### config.mk
export PLATFORM = sky130hd
export DESIGN_NAME = mdu_ctrl
export DESIGN_NICKNAME = d
export VERILOG_FILES = /design/src/rtl/mdu_pkg.sv /design/src/rtl/mdu_ctrl_mul.sv /design/src/rtl/mdu_ctrl.sv
export SDC_FILE = /design/constraint.sdc
export NUM_CORES = 2
export LEC_CHECK = 0
export BUFFER_PORTS_ARGS = -buffer_cell sky130_fd_sc_hd__buf_2
export CAP_MARGIN = 20
export CORE_AREA = 2 2 394 396
export DETAILED_ROUTE_END_ITERATION = 8
export DIE_AREA = 0 0 396 398
export GPL_ROUTABILITY_DRIVEN = 0
export SYNTH_ARGS = -nofsm -noshare
export SYNTH_HDL_FRONTEND = slang
export SYNTH_SLANG_ARGS = --single-unit
### constraint.sdc
create_clock -name clk -period 12.5 [get_ports clk]
set_input_delay 1.25 -clock clk [delete_from_list [all_inputs] [get_ports clk]]
set_output_delay 1.25 -clock clk [all_outputs]
set_load 0.05 [all_outputs]
### src/rtl/mdu_pkg.sv
// mdu_pkg: shared definitions for the multiply/divide unit.
//   - op_* : 3-bit operation encodings presented on mdu_ctrl.op
//   - state_e : controller states
//   - DIV_STEPS : number of restoring shift-subtract iterations
//   - cond_neg : two's-complement negate when a flag is set
package mdu_pkg;

    localparam logic [2:0] OP_MULT  = 3'b000;
    localparam logic [2:0] OP_MULTU = 3'b001;
    localparam logic [2:0] OP_DIV   = 3'b010;
    localparam logic [2:0] OP_DIVU  = 3'b011;
    localparam logic [2:0] OP_MTHI  = 3'b100;
    localparam logic [2:0] OP_MTLO  = 3'b101;

    localparam int DIV_STEPS = 32;
    localparam logic [4:0] LAST_STEP = 5'(DIV_STEPS - 1);

    typedef enum logic [1:0] {
        IDLE = 2'd0,
        MUL  = 2'd1,
        DIV  = 2'd2,
        FIX  = 2'd3
    } state_e;

    function automatic logic [31:0] cond_neg(input logic neg, input logic [31:0] v);
        return neg ? (32'd0 - v) : v;
    endfunction

endpackage

### src/rtl/mdu_ctrl_mul.sv
// MUL: combinational 32x32 -> 64 multiplier.
//   sign_flag : 1 = both operands signed (sign-extended), 0 = unsigned
//   A, B      : operands
//   HI, LO    : upper and lower halves of the product (exact modulo 2^64)
module MUL (
    input  logic        sign_flag,
    input  logic [31:0] A,
    input  logic [31:0] B,
    output logic [31:0] HI,
    output logic [31:0] LO
);

    logic [63:0] ext_a;
    logic [63:0] ext_b;
    logic [63:0] prod;

    always_comb begin
        ext_a = sign_flag ? {{32{A[31]}}, A} : {32'd0, A};
        ext_b = sign_flag ? {{32{B[31]}}, B} : {32'd0, B};
        // Low 64 bits of the extended product equal the exact product mod 2^64.
        prod  = ext_a * ext_b;
        HI    = prod[63:32];
        LO    = prod[31:0];
    end

endmodule

### src/rtl/mdu_ctrl.sv
// mdu_ctrl: multiply/divide unit controller with architectural HI/LO.
//   clk, rst      : clock, asynchronous active-high reset
//   start, op     : request strobe and operation (accepted only while idle)
//   A, B          : operands, captured with an accepted start
//   busy          : combinational, high while an operation is in flight
//   done          : one-cycle pulse when new HI/LO values become visible
//   div_zero      : one-cycle pulse with done for a divide by zero
//   hi, lo        : architectural HI and LO registers
// Multiply takes one busy cycle through the MUL sub-module; divide runs a
// 32-step restoring divider followed by a sign-fix cycle.
module mdu_ctrl
    import mdu_pkg::*;
(
    input  logic        clk,
    input  logic        rst,
    input  logic        start,
    input  logic [2:0]  op,
    input  logic [31:0] A,
    input  logic [31:0] B,
    output logic        busy,
    output logic        done,
    output logic        div_zero,
    output logic [31:0] hi,
    output logic [31:0] lo
);

    state_e      state_q;
    logic [31:0] hi_q, lo_q;
    logic        done_q, div_zero_q;
    logic [31:0] a_q, b_q;
    logic        sign_q;
    logic [63:0] rq_q, rq_d;
    logic [4:0]  cnt_q;
    logic        q_neg_q, r_neg_q;

    logic        sdiv;
    logic [31:0] dvd_mag, dvs_mag;
    logic [32:0] diff;
    logic [31:0] mul_hi, mul_lo;
    logic [31:0] q_fix, r_fix;

    MUL u_mul (
        .sign_flag (sign_q),
        .A         (a_q),
        .B         (b_q),
        .HI        (mul_hi),
        .LO        (mul_lo)
    );

    always_comb begin
        sdiv    = (op == OP_DIV);
        dvd_mag = cond_neg(sdiv & A[31], A);
        dvs_mag = cond_neg(sdiv & B[31], B);
        // Trial subtract of the divisor from the shifted partial remainder;
        // diff[32] set means borrow, i.e. keep the shifted remainder.
        diff    = rq_q[63:31] - {1'b0, b_q};
        rq_d    = diff[32] ? {rq_q[62:0], 1'b0}
                           : {diff[31:0], rq_q[30:0], 1'b1};
        q_fix   = cond_neg(q_neg_q, rq_q[31:0]);
        r_fix   = cond_neg(r_neg_q, rq_q[63:32]);
    end

    assign busy     = (state_q != IDLE);
    assign done     = done_q;
    assign div_zero = div_zero_q;
    assign hi       = hi_q;
    assign lo       = lo_q;

    always_ff @(posedge clk or posedge rst) begin
        if (rst) begin
            state_q    <= IDLE;
            hi_q       <= 32'd0;
            lo_q       <= 32'd0;
            done_q     <= 1'b0;
            div_zero_q <= 1'b0;
            a_q        <= 32'd0;
            b_q        <= 32'd0;
            sign_q     <= 1'b0;
            rq_q       <= 64'd0;
            cnt_q      <= 5'd0;
            q_neg_q    <= 1'b0;
            r_neg_q    <= 1'b0;
        end else begin
            done_q     <= 1'b0;
            div_zero_q <= 1'b0;
            case (state_q)
                IDLE: begin
                    if (start) begin
                        case (op)
                            OP_MULT, OP_MULTU: begin
                                a_q     <= A;
                                b_q     <= B;
                                sign_q  <= (op == OP_MULT);
                                state_q <= MUL;
                            end
                            OP_DIV, OP_DIVU: begin
                                if (B == 32'd0) begin
                                    done_q     <= 1'b1;
                                    div_zero_q <= 1'b1;
                                end else begin
                                    rq_q    <= {32'd0, dvd_mag};
                                    b_q     <= dvs_mag;
                                    // Quotient negative on differing signs; remainder follows dividend.
                                    q_neg_q <= sdiv & (A[31] ^ B[31]);
                                    r_neg_q <= sdiv & A[31];
                                    cnt_q   <= 5'd0;
                                    state_q <= DIV;
                                end
                            end
                            OP_MTHI: begin
                                hi_q   <= A;
                                done_q <= 1'b1;
                            end
                            OP_MTLO: begin
                                lo_q   <= A;
                                done_q <= 1'b1;
                            end
                            default: ;
                        endcase
                    end
                end
                MUL: begin
                    hi_q    <= mul_hi;
                    lo_q    <= mul_lo;
                    done_q  <= 1'b1;
                    state_q <= IDLE;
                end
                DIV: begin
                    rq_q  <= rq_d;
                    cnt_q <= cnt_q + 5'd1;
                    if (cnt_q == LAST_STEP) begin
                        state_q <= FIX;
                    end
                end
                FIX: begin
                    hi_q    <= r_fix;
                    lo_q    <= q_fix;
                    done_q  <= 1'b1;
                    state_q <= IDLE;
                end
                default: state_q <= IDLE;
            endcase
        end
    end

endmodule

=== Word-level counts from Yosys, hierarchy flattened ===
Cells that the tools add are included.

* Flip-flop bits (word level): 204
* Bits in latches: 0
* Bits in writable memories: 0
* Memory bits (read-only): 0
* Bits of input ports: 70
* Memories kept: 0

* $add $sub $neg: 6
* Multiply operators: 1
* Divide/modulo/power cells: 0
* Order comparisons: 0
* Equal/unequal tests: 18
* Shift-type cells: 0
* Multiplexer cells: 35
* Bitwise operators: 5
* Reduce and logical (&&, ||, !) cells: 18

{| class="wikitable"
|+ Operators with widths
! kind !! number
|-
| 64-bit 2-to-1 mux || 6
|-
| 32-bit 2-to-1 mux || 9
|-
| 32-bit case mux with 3 select lines || 2
|-
| 64-bit case mux with 2 select lines || 1
|-
| 1-bit by 32-bit subtractor with 32-bit output (first input constant) || 4
|-
| 64-bit by 64-bit multiplier with 64-bit output || 1
|-
| 32-bit case mux with 2 select lines || 1
|-
| 33-bit by 32-bit subtractor with 33-bit output || 1
|-
| 32-bit zero test || 1
|-
| 4-bit AND reduction || 4
|-
| 5-bit 2-to-1 mux || 3
|-
| 5-bit case mux with 2 select lines || 1
|-
| 3-bit AND reduction || 3
|-
| 2-bit inequality test (second input constant) || 4
|-
| 2-bit OR reduction || 4
|-
| 3-bit by 2-bit equality test with 1-bit output (second input constant) || 2
|-
| 3-bit equality test (second input constant) || 2
|-
| 2-bit 2-to-1 mux || 3
|-
| 2-bit by 1-bit inequality test with 1-bit output (second input constant) || 3
|-
| 2-bit case mux with 3 select lines || 1
|-
| 2-bit nonzero test || 3
|-
| 5-bit by 1-bit adder with 5-bit output (second input constant) || 1
|-
| 5-bit equality test (second input constant) || 1
|-
| 1-bit 2-to-1 mux || 5
|-
| other kinds (13) || 17
|}

=== Logic depth before layout (Yosys ltp) ===
* Word-level depth: 7
* Gate-level depth with buffers: 36

=== Hierarchy ===
From an unflattened synthesis, not the netlist that was laid out.

* Cell total of the unflattened synthesis: 6635
* Area total of the unflattened synthesis: 61217.5 um2

{| class="wikitable"
|+ Modules (own cells, without submodules)
! module !! times used !! cells each !! area each (um2) !! sequential area each (um2)
|-
| MUL || 1 || 5083 || 47919.7 || 0.0
|-
| mdu_ctrl || 1 || 1552 || 13297.8 || 5104.9
|}

=== Least setup slack after synthesis ===
No wires, ideal clock.

* Kind: register -> register
* Start: register sign_q
* End: register hi_q[28], in the netlist hi[28]
* Library setup time: 0.069 ns
* Arrival: 9.182 ns
* Required time: 12.431 ns
* Path slack: 3.249 ns
* Cell stages (with the launch flop): 33
* Buffers on the path: 3
* Cell sequence: dfrtp_1 > and2_1 > clkbuf_1 > clkbuf_1 > nand2_1 > fa_1 > inv_1 > fa_1 > fa_1 > inv_1 > fa_1 > inv_1 > fa_1 > fa_1 > fa_1 > fa_1 > fa_1 > inv_1 > fa_1 > inv_1 > ha_1 > clkbuf_1 > a21o_1 > a21o_1 > a21oi_1 > o21ai_0 > a21oi_1 > nand3_1 > a31oi_1 > o21ai_0 > a21oi_1 > or4b_2 > nand3_1

* Cells in the longest elaborated chain, start to end: 3
* Elaborated cells between the ends (all ways): 4
* Those cells by class: 1 x mul; 3 x mux

{| class="wikitable"
|+ RTL lines
! element !! line !! source
|-
| from (decl) || mdu_ctrl.sv:31 || <nowiki>logic sign_q;</nowiki>
|-
| from (signal assigned) || mdu_ctrl.sv:93 || <nowiki>sign_q <= (op == OP_MULT);</nowiki>
|-
| 64-bit 2-to-1 mux (on tied branches) || mdu_ctrl_mul.sv:18, mdu_ctrl_mul.sv:19 ||
|-
| 64-bit by 64-bit multiplier with 64-bit output * || mdu_ctrl_mul.sv:21 || <nowiki>prod = ext_a * ext_b;</nowiki>
|-
| 32-bit case mux with 3 select lines * || mdu_ctrl.sv:86 || <nowiki>case (state_q)</nowiki>
|-
| to (signal assigned) || mdu_ctrl.sv:123 || <nowiki>hi_q <= mul_hi;</nowiki>
|-
| to (signal assigned) || mdu_ctrl.sv:136 || <nowiki>hi_q <= r_fix;</nowiki>
|-
| to (decl) || mdu_ctrl.sv:28 || <nowiki>logic [31:0] hi_q, lo_q;</nowiki>
|}

Mark *: on every way between the ends. The rest lies on a longest branch, timed or not.
A chain may end at the register's enable or synchronous reset.

=== Worst setup path after layout ===
Ends and elaborated chain as after synthesis.

==> flow_summary.toml <==
[status]
outcome = "complete, no violations"

[logic_synthesis]
yosysMostFrequentCell = "inv_1"
avgSynthCellArea_um2 = 9.156
synth_nets = 8495
ys_async_sr_fraction = 1.000
yosys_register_bits = 204
seq_area_frac_synth = 0.08377
syn_inst = 6656
ys.flop_type = "dfrtp_1"
synth_top_area_frac = 0.4665
yosys_warnings = 0
yosysUniqueCellTypes = 66
synth_area_leaders = "fa_1 (47%), inv_1 (9.8%), dfrtp_1 (8.4%)"
yosys.area.top_type = "fa_1"
synth_edf_count = 0
synth_commonest_cells = "inv_1 (1585), fa_1 (1420), nand2_1 (710)"
syn-cell-area_um2 = 60940

[final_layout]
stdcell_count = 8639
nets = 8408
layout-drive-gt1-share = 0.05237
fill_cells = 15028
finish.instance_area_um2 = 64580
synthToLayoutAreaGrowth_pct = 5.977

[route]
drt_pass1_iterations = 7
dr_total_vias = 45586
wl_per_cell_um = 21.97
drc = 0
drtAntennaViolNets = 0
wl_um = 189800
initialDrtViolationCount = 3456
vias_per_cell = 5.277

[global_routing]
antenna_found_initial = 10
grt_max_degree = 93
first_global_vias = 49527
grtUsageTotal = 0.2478
overflow = 0
grt_first_pass_wirelength_um = 299500

[flow_run]
drv_cap = 0

[worst_setup_path]
worstSetupPathType = "flip-flop to flip-flop"
setup.worst_path.end_class = "flip-flop"
reg2reg_from = "sign_q"
cp_max_fo = 24
worstPathArrival_ns = 11.10
start_kind = "flip-flop"
worst_ep_required_time_ns = 12.99
reg2reg_slack_ns = 1.88
cpMostUsedCell = "fa_1"
slowest_stage = "fa_1"
cp_slowest_stage_delay_ns = 0.92
worst_r2r_path_depth = 31
worstReg2RegEnd = "hi[28]"

[placement]
dpl_cell_area_um2 = 63670
io_buffer_count = 136
hpwl_um = 155300
dp.cells = 8586

[floorplan]
dieArea_um2 = 157600
ios = 137
initial_core_util = 0.3975
die_y_um = 398
floorplan.core_area_um2 = 153300
chipWidth_um = 396
rows = 144

[clock_network]
hold_buffers = 0
cts.sinks = 204
clockRootBuffer = "clkbuf_16"
cts_buffers = 25
clkLatencyLatePin_ns = 0.57
cts_setup_buffers = 0
cts_buffer_depth = 3
cts-resized-gates = 0
clk_pin_slew_worst_paths_ns = 0.06
cts_htree_levels = 1
cts_tree = "done"

[timing]
clock.fmax_mhz = 94.17
worst_pin_slew_ns = 1.108
final-hold-violation-count = 0
setup-violations-final = 0
tns_ns = 0
fin_skew_ns = 0.02605
period_minus_slack_ns = 10.62
rsz0062_at_grt = "no"
post-route-period-util = 0.8495
slew_viol_final = 0
slew_headroom = 0.2612

[hold_path]
min_to = "lo[20]"
min_from = "lo[20]"
min-delay-path-class = "flip-flop to flip-flop"
min_path_cells = 2
[per-layer routing]
metal  up-vias  global-route usage  share of wire
met5         -                   0        0.00024
met4         6             0.08874          0.042
met3       347             0.03526          0.075
met2      1780              0.4047           0.47
met1     23798              0.3368           0.41
li1      19655                   -              -
[placed cells by master (no fill, tap or decap), types with 27 or more instances in the layout]
| cell type | n |
|---|---|
| and2_1 | 580 |
| buf_4 | 94 |
| dfrtp_1 | 197 |
| o21ai_0 | 203 |
| and3_1 | 27 |
| nand3_1 | 27 |
| mux2_2 | 35 |
| xnor2_1 | 167 |
| o31ai_1 | 33 |
| xor2_1 | 96 |
| nor2_1 | 186 |
| a21o_1 | 50 |
| nand2_1 | 709 |
| buf_2 | 136 |
| a21oi_1 | 242 |
| inv_1 | 1584 |
| ha_1 | 349 |
| fa_1 | 1420 |
[cell type report]
class	instances	area, um^2	area share
Clock buffer	33	675.6	0.01046
Tap cell	2044	2557	0.03960
Multi-Input combinational cell	4521	48640	0.7531
Sequential cell	204	5114	0.07918
Antenna cell	7	17.52	0.0002712
Clock inverter	13	216.5	0.003352
Inverter	1586	5961	0.09230
Timing Repair Buffer	231	1406	0.02178
[registers in the layout, summed over array words and instances, names as in the netlist, 2 cells and up]
signal and flops:
b_q 32, lo 32, a_q 32, hi 32, state_q 2, rq_q 64, cnt_q 5
[logic make-up after synthesis]
| kind of cell | Yosys count | share of synthesized area |
|---|---|---|
| buf+inv | 1931 | 0.1190 |
| fa+ha+maj | 1773 | 0.5388 |
| simple gates | 1695 | 0.1374 |
| compound gates | 742 | 0.07463 |
| xor+xnor | 264 | 0.03794 |
| flops | 204 | 0.08377 |
| mux | 47 | 0.008438 |
[through the flow]
step             util  hold WS (ns)  setup slack (ns)
4_1_cts        0.4211        0.4815             1.912
3_3_place_gp   0.4153        0.4597             2.045
6_report       0.4212        0.4747             1.881
5_1_grt        0.4211        0.5043             1.157
2_1_floorplan       -        0.4725             3.249
3_5_place_dp   0.4153        0.4676             1.979
[worst max-delay path by stage]
stage | from | end | slack, ns | cells after the start
3_3_place_gp | sign_q | hi[28] | 2.05 | 31
5_1_grt | b_q[31] | hi[31] | 1.16 | 27
6_report | sign_q | hi[28] | 1.88 | 31
3_5_place_dp | sign_q | hi[28] | 1.98 | 31
2_1_floorplan | sign_q | hi[28] | 3.25 | 32
4_1_cts | sign_q | hi[28] | 1.91 | 31
[critical path: cells and delay by family (launching register included)]
family,cells,cell delay (ns)
flops,1,0.36
buf+inv,9,1.31
fa+ha+maj,11,6.18
compound gates,4,0.88
simple gates,7,1.81
Power is not shown: default switching activity piles up to over one toggle a cycle in this logic, so the estimate is an artifact.
